**src/rtl/instr_dispatch_fsm.sv**
```systemverilog
// Fetch/decode/dispatch sequencer driving one-hot start pulses to execution FSMs.
// Optional WAIT_DONE watchdog: define DISPATCH_WATCHDOG_EN.
module instr_dispatch_fsm #(
  parameter int PC_W        = 8,
  parameter int WDOG_CYCLES = 64
) (
  input  logic            clock,
  input  logic            reset,
  input  logic            run,
  output logic            imem_rd_en,
  output logic [PC_W-1:0] imem_addr,
  input  logic [15:0]     imem_data,
  output logic [3:0]      start,
  output logic [5:0]      source,
  output logic [5:0]      dest,
  input  logic            done,
  output logic [PC_W-1:0] pc,
  output logic            busy,
  output logic            halted,
  output logic            illegal,
  output logic            wdog_err
);

  localparam logic [2:0] S_IDLE      = 3'd0;
  localparam logic [2:0] S_FETCH     = 3'd1;
  localparam logic [2:0] S_WAIT_MEM  = 3'd2;
  localparam logic [2:0] S_DECODE    = 3'd3;
  localparam logic [2:0] S_ISSUE     = 3'd4;
  localparam logic [2:0] S_WAIT_DONE = 3'd5;
  localparam logic [2:0] S_HALT      = 3'd6;

  localparam logic [3:0] OP_NOP  = 4'h0;
  localparam logic [3:0] OP_HALT = 4'hF;

  logic [2:0]  state;
  logic [15:0] ir;
  logic [3:0]  op;
  logic [3:0]  start_oh;
  logic        op_exec;

  assign op         = ir[15:12];
  assign source     = ir[11:6];
  assign dest       = ir[5:0];
  assign imem_addr  = pc;
  assign imem_rd_en = (state == S_FETCH);
  assign busy       = (state != S_IDLE) && (state != S_HALT);

  always_comb begin
    start_oh = 4'b0000;
    case (op)
      4'h1:    start_oh = 4'b0001;
      4'h2:    start_oh = 4'b0010;
      4'h3:    start_oh = 4'b0100;
      4'h4:    start_oh = 4'b1000;
      default: start_oh = 4'b0000;
    endcase
  end

  assign op_exec = (start_oh != 4'b0000);

`ifdef DISPATCH_WATCHDOG_EN
  localparam int WD_W = $clog2(WDOG_CYCLES + 1);
  localparam logic [WD_W-1:0] WD_LIM = WD_W'(WDOG_CYCLES - 1);

  logic [WD_W-1:0] wcnt;
  logic            wdog_q;

  assign wdog_err = wdog_q;
`else
  assign wdog_err = 1'b0;
`endif

  always_ff @(posedge clock or posedge reset) begin
    if (reset) begin
      state   <= S_IDLE;
      pc      <= '0;
      ir      <= '0;
      start   <= 4'b0000;
      halted  <= 1'b0;
      illegal <= 1'b0;
`ifdef DISPATCH_WATCHDOG_EN
      wcnt    <= '0;
      wdog_q  <= 1'b0;
`endif
    end else begin
      start <= 4'b0000;
      unique case (state)
        S_IDLE: begin
          if (run) state <= S_FETCH;
        end
        S_FETCH: begin
          state <= S_WAIT_MEM;
        end
        S_WAIT_MEM: begin
          ir    <= imem_data;
          state <= S_DECODE;
        end
        S_DECODE: begin
          if (op == OP_NOP) begin
            pc    <= pc + 1'b1;
            state <= run ? S_FETCH : S_IDLE;
          end else if (op_exec) begin
            start <= start_oh;
            state <= S_ISSUE;
          end else if (op == OP_HALT) begin
            halted <= 1'b1;
            state  <= S_HALT;
          end else begin
            illegal <= 1'b1;
            halted  <= 1'b1;
            state   <= S_HALT;
          end
        end
        S_ISSUE: begin
`ifdef DISPATCH_WATCHDOG_EN
          wcnt  <= '0;
`endif
          state <= S_WAIT_DONE;
        end
        S_WAIT_DONE: begin
          if (done) begin
            pc    <= pc + 1'b1;
            state <= run ? S_FETCH : S_IDLE;
          end
`ifdef DISPATCH_WATCHDOG_EN
          // pc is left on the instruction that never completed
          else if (wcnt == WD_LIM) begin
            wdog_q <= 1'b1;
            halted <= 1'b1;
            state  <= S_HALT;
          end else begin
            wcnt <= wcnt + 1'b1;
          end
`endif
        end
        S_HALT: begin
          state <= S_HALT;
        end
        default: begin
          state <= S_IDLE;
        end
      endcase
    end
  end

endmodule

```
**config.mk**
```make
export PLATFORM = sky130hd
export DESIGN_NAME = instr_dispatch_fsm
export DESIGN_NICKNAME = d
export VERILOG_FILES = /design/src/rtl/instr_dispatch_fsm.sv
export SDC_FILE = /design/constraint.sdc
export NUM_CORES = 1
export LEC_CHECK = 0
export ABC_AREA = 1
export BUFFER_PORTS_ARGS = -buffer_cell sky130_fd_sc_hd__buf_2
export CAP_MARGIN = 0
export CORE_AREA = 10 10 58 106
export DETAILED_ROUTE_END_ITERATION = 16
export DIE_AREA = 0 0 68 116
export PLACE_DENSITY = 0.65
export SYNTH_ARGS = -nofsm -noshare
export SYNTH_HDL_FRONTEND = slang
export SYNTH_SLANG_ARGS = --single-unit
```
**constraint.sdc**
```tcl
create_clock -name clock -period 1.1 [get_ports clock]
set_clock_uncertainty 0.05 [all_clocks]
set_input_delay 0.055 -clock clock [delete_from_list [all_inputs] [get_ports clock]]
set_output_delay 0.055 -clock clock [all_outputs]
set_load 0.02 [all_outputs]
```
==> results.md, run 1 <==
* Status: finished, violations left
* Failing checks: setup timing
* Area contributors post-synth: dfrtp_1 49%, nand2_1 17%, buf_4 10%
* GRT met1 Usage at 12.2%
* Port bufs at 55
* First-pass GRT wire length at 8500 um
* Worst setup SP type: register
* Cell taking the most area after synthesis: dfrtp_1
* Total Wirelength at 5700 um
* Syn nets at 226
* Final Cycle Share at 128%
* Count of state elements after synthesis at 33
* Drt wl/cell at 16.1 um
* Worst path slowest cell: dfrtp_2
* CTS Root Cell: clkbuf_8
* Slew Viols, Final at 0
* ANT cells at 0
* Crit-path max cell delay at 460 ps
* Crit-path cells: buf_4, nand3_4, o21ai_4, buf_6, nand3_2, nand2_1
* Die Span X at 68 um
* CTS H-tree depth at 2
* Crit path capture type: register
* Number of remaining DRC errors at 0
* GR Util met3 at 4.45%
* Post-route setup slack at -308 ps
* Largest net degree at the start of global routing at 34
* Initial antenna violation count at 0
* Setup TNS at -7260 ps
* Clock Path Buffers at 2
* Post-DP HPWL at 3060 um
* Cells after Synth at 205
* DR iter-0 viols at 69
* Top cell type's share of synthesized area at 48.8%
* Static leakage at 1.48 nW
* Worst Setup Path Type: reg2reg
* Mean Syn Cell Area at 8.26 um^2
* Arr. time, crit path at 1590 ps
* Worst slack, placed at -231 ps
* CORE AREA at 4420 um^2
* Share of cells above drive strength 1 at 56.3%
* Ys async rst share at 100%
* Antenna Nets Post-Route at 0
* Worst skew pair latency at 290 ps
* Total congestion overflow at 0
* Site row count at 34
* Fill count at 339
* Final RePlAce weighted congestion at 0.814
* Vias per cell at 4.82
* Delay-heaviest family, CP: flip-flops
* Die Span Y at 116 um
* Global routing's busiest layer: met2
* Most common cell in the synthesized netlist: nand2_1
* Clock period minus worst slack at 1410 ps
* Gr usage total at 14.2%
* GR Util met2 at 26.9%
* PwrDens at 2720 nW/um^2
* Core Util, Final at 66.0%
* Sequential share of the synthesized area at 48.8%
* Number of global-route vias before repair at 1,816
* Clock-pin slew reported for the worst setup and hold paths after clock tree synthesis at 70 ps
* Top-Level Pins at 57
* YS warnings at 0
* CTS tree: done
* Yosys cell types at 27
* Max FO, Critical Path at 7
* Final count of negative-setup-slack endpoints at 35
* Final Power at 0.00794 W
* WP buf/inv at 2
* Hold_ws at 85.3 ps
* RSZ-0062 raised after global routing: true
* Top_reg_cell synth: dfrtp_1
* Post-synth EDFFs at 0
* Synth cell count leaders: 76 x nand2_1, 33 x dfrtp_1, 23 x buf_4, 21 x inv_1, 11 x nand3_1
* Final hold vios at 0
* Worst hold path class: in2reg
* Worst vdd ir at 1.89 mV
* Max-Cap Viols at 0
* Die area at 7890 um^2
* Drt first pass iters at 4
* Routed vias at 1,705
* Num CTS Buffers at 5
* Initial Util at 38.3%
* P&R area growth vs syn at 72.4%
* Critical Path RT at 1280 ps
* CTS Sinks at 33
* Achievable Freq at 710 MHz
* Cell area after synthesis at 1690 um^2
* Post-layout nets at 321
-- worst paths after layout --
check,startpoint,endpoint,slack (ps),cells after the start
min,run,state[0]$_DFFE_PP0P_,90,5
max reg2reg,state[1]$_DFFE_PP0P_,imem_addr[5]$_DFFE_PP0P_,-310,6
min in group asynchronous,reset,halted$_DFFE_PP0P_,290,4
max in group asynchronous,reset,imem_addr[0]$_DFFE_PP0P_,500,4
max,state[1]$_DFFE_PP0P_,imem_addr[5]$_DFFE_PP0P_,-310,6
min reg2reg,ir[3]$_DFFE_PP0P_,ir[3]$_DFFE_PP0P_,420,2
-- area by class of cell --
class                   count  area (um^2)  area share, %
repair inverters            1         7.51          0.257
inverters                  23          104           3.56
flip-flops and latches     33          831           28.5
multi-input cells         126          871           29.8
well taps                  54         67.6           2.32
clock buffers               7         86.3           2.96
repair buffers            110          951           32.6
-- cell families (layout without fill, tap and decap cells) --
group	after synthesis	after routing	share of synthesized area [%]
buffers and inverters	47	141	16.0
flip-flops	33	33	48.8
AND/OR/NAND/NOR	110	111	28.6
XOR/XNOR	3	3	1.55
AO/OA/AOI/OAI	10	10	4.14
adder cells (fa/ha/maj)	1	1	0.739
other	1	1	0.222
-- state kept, by name, summed over array words and instances (netlist names) --
signal     flops
ir            16
imem_addr      8
state          3
halted         1
illegal        1
start          4
-- worst reg2reg max path: stages (launching register included) --
cell and delay (ps):
dfrtp_2 460, buf_4 160, nand3_4 110, o21ai_4 260
buf_6 170, nand3_2 80, nand2_1 70
-- metrics by stage --
step / cell area [um^2] / instances
finish: 2920 / 354
global route: 2920 / 354
floorplan: 1710 / 205
global placement: 2010 / 308
CTS: 2720 / 352
detailed placement: 2010 / 308
-- repair_timing --
| action | in CTS | in global routing |
|---|---|---|
| hold buffers | 17 | 0 |
| pin swaps | 6 | 15 |
| endpoints found under the hold margin | 49 | 0 |
| resized for setup | 68 | 65 |
| setup endpoints to repair | 43 | 45 |
| cloned | 4 | 1 |
| buffers inserted | 16 | 6 |
-- routing by layer --
metal,vias to the layer above,share of wire [%]
li1,803,-
met1,829,31
met2,58,61
met3,15,5.6
met4,0,2.8
met5,-,0
-- power breakdown --
| part | internal, W | switching (W) | total (W) |
|---|---|---|---|
| sequential | 0.00169 | 0.000405 | 0.00209 |
| clock | 0.000496 | 0.000438 | 0.000935 |
| combinational | 0.00222 | 0.00270 | 0.00492 |
| total | 0.00440 | 0.00354 | 0.00794 |
-- cell usage in the layout (no fill, tap or decap), types with 2 or more instances in the layout --
cell type       n
nand2_1        44
buf_2          41
buf_6          30
dfrtp_1        29
nand2_2        27
inv_1          17
dlygate4sd3_1  17
buf_4          16
nand2_4         8
clkbuf_8        6
nand3_2         5
nand3_1         5
dfrtp_2         4
inv_2           3
nor2_4          3
o21ai_2         3
nand3_4         3
nor2_1          3
nor3_4          3
buf_12          3
nor2_2          2
inv_4           2
o21ai_0         2
nor4_4          2
nand3b_1        2
xnor2_1         2
nand4_1         2
buf_8           2
Note: power is estimated with default switching activity, not from simulation.
==> run 2, diff against run 1 <==
Settings changed: CORE_AREA 10 10 58 106 to 2 2 47 92, DIE_AREA 0 0 68 116 to 0 0 49 94, PLACE_DENSITY 0.65 to 0.73.
==> run 2 against run 1 <==
  * The run still ends with setup timing left
  * Maximum frequency rose by 1.4%
  * Core utilization rose by 3.1 points
  * Clock-buffer cell count did not move
  * Via count fell by 3.5%
  * Cell count fell by 1.7%
  * Routed wire length fell by 18%
  * Critical path type is now reg2out
  * Highest routed layer unchanged
==> results.md, run 2 (synthesis gave the netlist of run 1 again) <==
* Status: finished, violations left (unchanged)
* Failing checks: setup timing (unchanged)
* Die Span Y at 94 um (was 116 um)
* Clock period minus worst slack at 1390 ps (was 1410 ps)
* Post-route setup slack at -288 ps (was -308 ps)
* P&R area growth vs syn at 58.4% (was 72.4%)
* Post-layout nets at 317 (was 321)
* Most frequent cells in the layout: 72 x nand2_1, 44 x buf_2, 29 x dfrtp_1 (was 44 x nand2_1, 41 x buf_2, 30 x buf_6)
* Static leakage at 1.41 nW (was 1.48 nW)
* Hold EP: state[0]$_DFFE_PP0P_ (unchanged)
* CTS Root Cell: clkbuf_8 (unchanged)
* Fill count at 290 (was 339)
* CTS H-tree depth at 2 (unchanged)
* Comb power frac at 57.2% (was 61.9%)
* Crit path capture type: output pin (was register)
* Antenna Nets Post-Route at 0 (unchanged)
* Total congestion overflow at 0 (unchanged)
* Worst vdd ir at 2.01 mV (was 1.89 mV)
* Final Cycle Share at 126% (was 128%)
* Crit-path max cell delay at 450 ps (was 460 ps)
* Initial Util at 43.6% (was 38.3%)
* PwrDens at 2650 nW/um^2 (was 2720 nW/um^2)
* Arr. time, crit path at 1280 ps (was 1590 ps)
* Critical Path RT at 1000 ps (was 1280 ps)
* Worst setup SP type: register (unchanged)
* DR iter-0 viols at 37 (was 69)
* Worst path slowest cell: dfrtp_2 (unchanged)
* Worst hold path class: in2reg (unchanged)
* Worst Setup Path Type: reg2out (was reg2reg)
* Die Span X at 49 um (was 68 um)
* Site row count at 32 (was 34)
* Commonest non-fill, non-tap cell in the layout: nand2_1 (unchanged)
* Drt wl/cell at 13.4 um (was 16.1 um)
* Crit path top cell by count: buf_4
* Core Util, Final at 69.0% (was 66.0%)
* Setup slack, reg-to-reg at -280 ps (was -310 ps)
* Number of global-route vias before repair at 1,690 (was 1,816)
* Sw Share at 43.6% (was 44.6%)
* First-pass GRT wire length at 7420 um (was 8500 um)
* Port bufs at 55 (unchanged)
* Number of remaining DRC errors at 0 (unchanged)
* Final Power at 0.00710 W (was 0.00794 W)
* Drt first pass iters at 4 (unchanged)
* Vias per cell at 4.73 (was 4.82)
* CTS tree: done (unchanged)
* WHS Path Cells at 5 (unchanged)
* Largest net degree at the start of global routing at 34 (unchanged)
* Slew Viols, Final at 0 (unchanged)
* Top-Level Pins at 57 (unchanged)
* Worst min-delay path startpoint: run (unchanged)
* Most flops, register: ir (unchanged)
* Worst skew pair latency at 290 ps (about the same)
* CORE AREA at 3880 um^2 (was 4420 um^2)
* Crit-path cells: buf_4, nor3_4, nor2_1, buf_4 (was buf_4, nand3_4, o21ai_4, buf_6, nand3_2, nand2_1)
* Initial antenna violation count at 0 (unchanged)
* Clock power frac at 14.1% (was 11.8%)
* Post-DP HPWL at 2590 um (was 3060 um)
* Reg2reg start: state[2]$_DFFE_PP0P_ (was state[1]$_DFFE_PP0P_)
* Gr usage total at 20.9% (was 14.2%)
* Internal power at 0.00401 W (was 0.00440 W)
* Sequential power share at 28.8% (was 26.3%)
* Max FO, Critical Path at 5 (was 7)
* Share of cells above drive strength 1 at 45.8% (was 56.3%)
* Routed vias at 1,645 (was 1,705)
* Die area at 4610 um^2 (was 7890 um^2)
* Num CTS Buffers at 5 (unchanged)
* Final count of negative-setup-slack endpoints at 33 (was 35)
* Clock Path Buffers at 2 (unchanged)
* Final RePlAce weighted congestion at 0.730 (was 0.814)
* RSZ-0062 raised after global routing: true (unchanged)
* Reg2Reg Depth at 6 (unchanged)
* Total Wirelength at 4660 um (was 5700 um)
* Switching power at 0.00309 W (was 0.00354 W)
* Max-Cap Viols at 0 (unchanged)
* Achievable Freq at 720 MHz (was 710 MHz)
* Clock-pin slew reported for the worst setup and hold paths after clock tree synthesis at 70 ps (about the same)
* Worst slack, placed at -206 ps (was -231 ps)
* FF-to-FF End: imem_addr[7]$_DFFE_PP0P_ (was imem_addr[5]$_DFFE_PP0P_)
* Final hold vios at 0 (unchanged)
* CTS Sinks at 33 (unchanged)
* Largest register FFs at 16 (unchanged)
* ANT cells at 0 (unchanged)
==> run 2: cell types whose count changed in the layout (fill, tap and decap cells not counted), moves of 6 or more <==
cell and change:
nand2_4 -8, nand2_2 -22, buf_4 +6, buf_6 -9, nand2_1 +28
==> run 2: area by class of cell <==
cell class | count | area [um^2] | share of cell area [%]
Tap cell | 51 | 63.8 | 2.38
Clock inverter | 1 | 5.00 | 0.187
Timing Repair Buffer | 106 | 832 | 31.0
Timing Repair inverter | 1 | 7.51 | 0.280
Multi-Input combinational cell | 126 | 752 | 28.0
Inverter | 23 | 93.8 | 3.50
Sequential cell | 33 | 831 | 31.0
Clock buffer | 7 | 96.3 | 3.59
==> run 2: critical path: cells and delay by family (launching register included) <==
family,cells,cell delay (ps)
simple gates,2,240
flops,1,450
buf+inv,2,300
==> run 2: per-stage QoR <==
step           hold slack (ps)  cells  setup TNS [ps]  area, um^2
2_1_floorplan              122    205           -2110        1710
3_3_place_gp              55.6    306           -3310        2010
3_5_place_dp              60.5    306           -4320        2010
4_1_cts                   26.3    342           -4320        2500
5_1_grt                   79.2    348           -8440        2680
6_report                  49.5    348           -5710        2680
==> run 2: how the worst max path moves through the flow <==
stage / from / to / slack, ps
after floorplan: ir[15]$_DFFE_PP0P_ / imem_addr[2]$_DFFE_PP0P_ / -160
after global placement: state[1]$_DFFE_PP0P_ / imem_addr[2]$_DFFE_PP0P_ / -190
after detailed placement: state[1]$_DFFE_PP0P_ / imem_addr[6]$_DFFE_PP0P_ / -210
after CTS: state[2]$_DFFE_PP0P_ / busy / -270
after global routing: state[2]$_DFFE_PP0P_ / imem_addr[5]$_DFFE_PP0P_ / -340
final: state[1]$_DFFE_PP0P_ / busy / -290
==> run 2: power groups by stage <==
| stage | clock, W | combinational [W] | sequential, W |
|---|---|---|---|
| 2_1_floorplan | 0 | 0.00203 | 0.00215 |
| 3_3_place_gp | 0 | 0.00272 | 0.00201 |
| 3_5_place_dp | 0 | 0.00279 | 0.00202 |
| 4_1_cts | 0.00102 | 0.00339 | 0.00200 |
| 5_1_grt | 0.00108 | 0.00442 | 0.00209 |
| 6_report | 0.000998 | 0.00406 | 0.00204 |
==> run 2: layer usage <==
metal,GRT usage [%],part of all wire [%]
met2,41.7,60
met5,0,0
met4,6.67,1.4
met1,20.2,34
met3,4.94,4.5
==> run 2: timing repair <==
action                                  CTS  global route
hold endpoints to repair                 49             0
gates cloned                              2             1
pin swaps                                13             7
setup buffers                             9             5
resized for setup                        30            38
hold buffers                             17             0
endpoints found under the setup margin   35            45
==> run 3, diff against run 2 <==
Settings changed: CORE_AREA 2 2 47 92 to 2 2 62 122, DIE_AREA 0 0 49 94 to 0 0 64 124, PLACE_DENSITY 0.73 to default.
Clock period 1.1 ns to 1.75 ns, I/O delays scaled along.
==> run 3 against run 2 <==
  * The flow now finishes without violations
  * Clock power down 12%
  * Register-to-register slack improved by 600 ps
  * Setup slack improved by 580 ps
  * Core utilization decreased by 37 points
  * Cell count increased by 1.4%
  * Design area fell by 17%
  * Critical path depth decreased by 1
  * Critical path type unchanged
  * Largest power group unchanged
==> results.md, run 3 (synthesis gave the netlist of run 1 again) <==
* Status: completed (was finished, violations left)
* Achievable Freq at 686 MHz
* Worst slack, placed at 306 ps (was -206 ps)
* Most flops, register: ir (unchanged)
* Arr. time, crit path at 1320 ps (was 1280 ps)
* Routed vias at 1,406 (was 1,645)
* Switching power at 0.00156 W (was 0.00309 W)
* Most frequent cells in the layout: 76 x nand2_1, 55 x buf_2, 33 x dfrtp_1 (was 72 x nand2_1, 44 x buf_2, 29 x dfrtp_1)
* Initial Util at 24.4% (was 43.6%)
* Die Span Y at 124 um (was 94 um)
* ANT cells at 0 (unchanged)
* Worst setup SP type: register (unchanged)
* Clock power frac at 23.9% (was 14.1%)
* Hold Buf Count CTS at 17 (unchanged)
* Delay-heaviest family, CP: flip-flops (unchanged)
* Max FO, Critical Path at 5 (unchanged)
* Worst min-delay path startpoint: run (unchanged)
* Site row count at 43 (was 32)
* Die area at 7940 um^2 (was 4610 um^2)
* Worst hold path class: in2reg (unchanged)
* Internal power at 0.00212 W (was 0.00401 W)
* Gr usage total at 10.2% (was 20.9%)
* Vias per cell at 3.98 (was 4.73)
* Post-place instance area at 1910 um^2 (was 2010 um^2)
* WP buf/inv at 2 (unchanged)
* FF-to-FF End: imem_addr[4]$_DFFE_PP0P_ (was imem_addr[7]$_DFFE_PP0P_)
* Largest net degree at the start of global routing at 34 (unchanged)
* P&R area growth vs syn at 32.0% (was 58.4%)
* Share of cells above drive strength 1 at 28.1% (was 45.8%)
* Final Cycle Share at 83.3%
* Drt wl/cell at 10.3 um (was 13.4 um)
* Worst vdd ir at 0.766 mV (was 2.01 mV)
* Crit-path cells: inv_1, nor3_1, buf_2 (was buf_4, nor3_4, nor2_1, buf_4)
* Reg2reg start: state[2]$_DFFE_PP0P_ (unchanged)
* Clock Path Buffers at 2 (unchanged)
* Antenna Nets Post-Route at 0 (unchanged)
* Initial antenna violation count at 0 (unchanged)
* Comb power frac at 40.9% (was 57.2%)
* Clock-pin slew reported for the worst setup and hold paths after clock tree synthesis at 50 ps (was 70 ps)
* DR iter-0 viols at 59 (was 37)
* Critical Path RT at 1610 ps (was 1000 ps)
* Post-layout nets at 283 (was 317)
* Worst skew pair latency at 270 ps (was 290 ps)
* Worst path slowest cell: dfrtp_1 (was dfrtp_2)
* CORE AREA at 6940 um^2 (was 3880 um^2)
* Highest Signal Layer: met4 (unchanged)
* Crit-path max cell delay at 460 ps (was 450 ps)
* Metal3 WL at 162 um (was 211 um)
* Number of remaining DRC errors at 0 (unchanged)
* Drt first pass iters at 4 (unchanged)
* Largest register FFs at 16 (unchanged)
* PwrDens at 1650 nW/um^2 (was 2650 nW/um^2)
* Hold EP: state[0]$_DFFE_PP0P_ (unchanged)
* First-pass GRT wire length at 6270 um (was 7420 um)
* Sw Share at 42.4% (was 43.6%)
* CTS tree: done (unchanged)
* CTS Sinks at 33 (unchanged)
* Setup TNS at 0 ps (was -5710 ps)
* RSZ-0062 raised after global routing: false (was true)
* Top-Level Pins at 57 (unchanged)
* Sequential power share at 35.2% (was 28.8%)
* Clock period minus worst slack at 1460 ps
* Number of global-route vias before repair at 1,391 (was 1,690)
* Static leakage at 1.22 nW (was 1.41 nW)
* Final RePlAce weighted congestion at 0.737 (was 0.730)
* Die Span X at 64 um (was 49 um)
* Post-route met1 wirelength at 1460 um (was 1570 um)
* Post-route setup slack at 293 ps (was -288 ps)
* WHS Path Cells at 5 (unchanged)
* Design area at 2230 um^2 (was 2680 um^2)
* Worst Setup Path Type: reg2out (unchanged)
* Port bufs at 55 (unchanged)
* Fill count at 727 (was 290)
* Slew Viols, Final at 0 (unchanged)
* Max-Cap Viols at 0 (unchanged)
* CTS resizes at 0 (was 30)
* Reg2Reg Depth at 6 (unchanged)
* Final hold vios at 0 (unchanged)
* Final Power at 0.00368 W (was 0.00710 W)
* Met2 wire length at 1980 um (was 2820 um)
* Final count of negative-setup-slack endpoints at 0 (was 33)
* Commonest non-fill, non-tap cell in the layout: nand2_1 (unchanged)
* Post CTS Setup Buffer Count at 0 (was 9)
* CTS H-tree depth at 2 (unchanged)
* CTS Root Cell: clkbuf_16 (was clkbuf_8)
* Core Util, Final at 32.2% (was 69.0%)
* Total Wirelength at 3640 um (was 4660 um)
* Setup slack, reg-to-reg at 320 ps (was -280 ps)
* Crit path capture type: output pin (unchanged)
* Total congestion overflow at 0 (unchanged)
* Num CTS Buffers at 5 (unchanged)
* Critical Path Start: state[0]$_DFFE_PP0P_ (was state[1]$_DFFE_PP0P_)
* Post-DP HPWL at 2730 um (was 2590 um)
==> run 3: area by class of cell <==
| class | count | area [um^2] | area share (%) |
|---|---|---|---|
| sequential | 33 | 826 | 37.0 |
| multi-input combinational | 125 | 597 | 26.7 |
| timing repair buffer | 74 | 460 | 20.6 |
| clock buffer | 6 | 139 | 6.22 |
| tap | 90 | 113 | 5.04 |
| inverter | 23 | 86.3 | 3.86 |
| clock inverter | 2 | 13.8 | 0.616 |
==> run 3: worst max path at each step <==
stage,to,slack (ps),cells after the start
finish,imem_rd_en,290,3
global placement,imem_addr[2]$_DFFE_PP0P_,310,6
detailed placement,imem_addr[6]$_DFFE_PP0P_,310,6
global route,imem_rd_en,170,3
CTS,imem_rd_en,290,3
floorplan,state[1]$_DFFE_PP0P_,450,3
==> run 3: layer usage <==
layer	up-vias	track usage (%)
li1	730	-
met1	630	11.0
met2	42	19.1
met3	4	2.44
met4	0	3.67
met5	-	0
==> run 3: tightest hold or removal path, delay by kind of cell <==
kind / cells / cell delay (ps)
and+or+nand+nor: 4 / 210
buffers and inverters: 1 / 90
==> run 3: per-stage QoR <==
| step | std cells | hold slack [ps] |
|---|---|---|
| floorplan | 205 | 154 |
| global placement | 328 | 162 |
| global route | 353 | 162 |
| CTS | 353 | 95.4 |
| finish | 353 | 97.7 |
| detailed placement | 328 | 164 |
==> run 3: power by group through the flow <==
stage               logic, W  clock network (W)  registers (W)
floorplan            0.00126                  0        0.00134
global placement     0.00148                  0        0.00131
detailed placement   0.00151                  0        0.00131
CTS                  0.00154           0.000911        0.00130
global route         0.00173           0.000942        0.00135
finish               0.00151           0.000879        0.00130
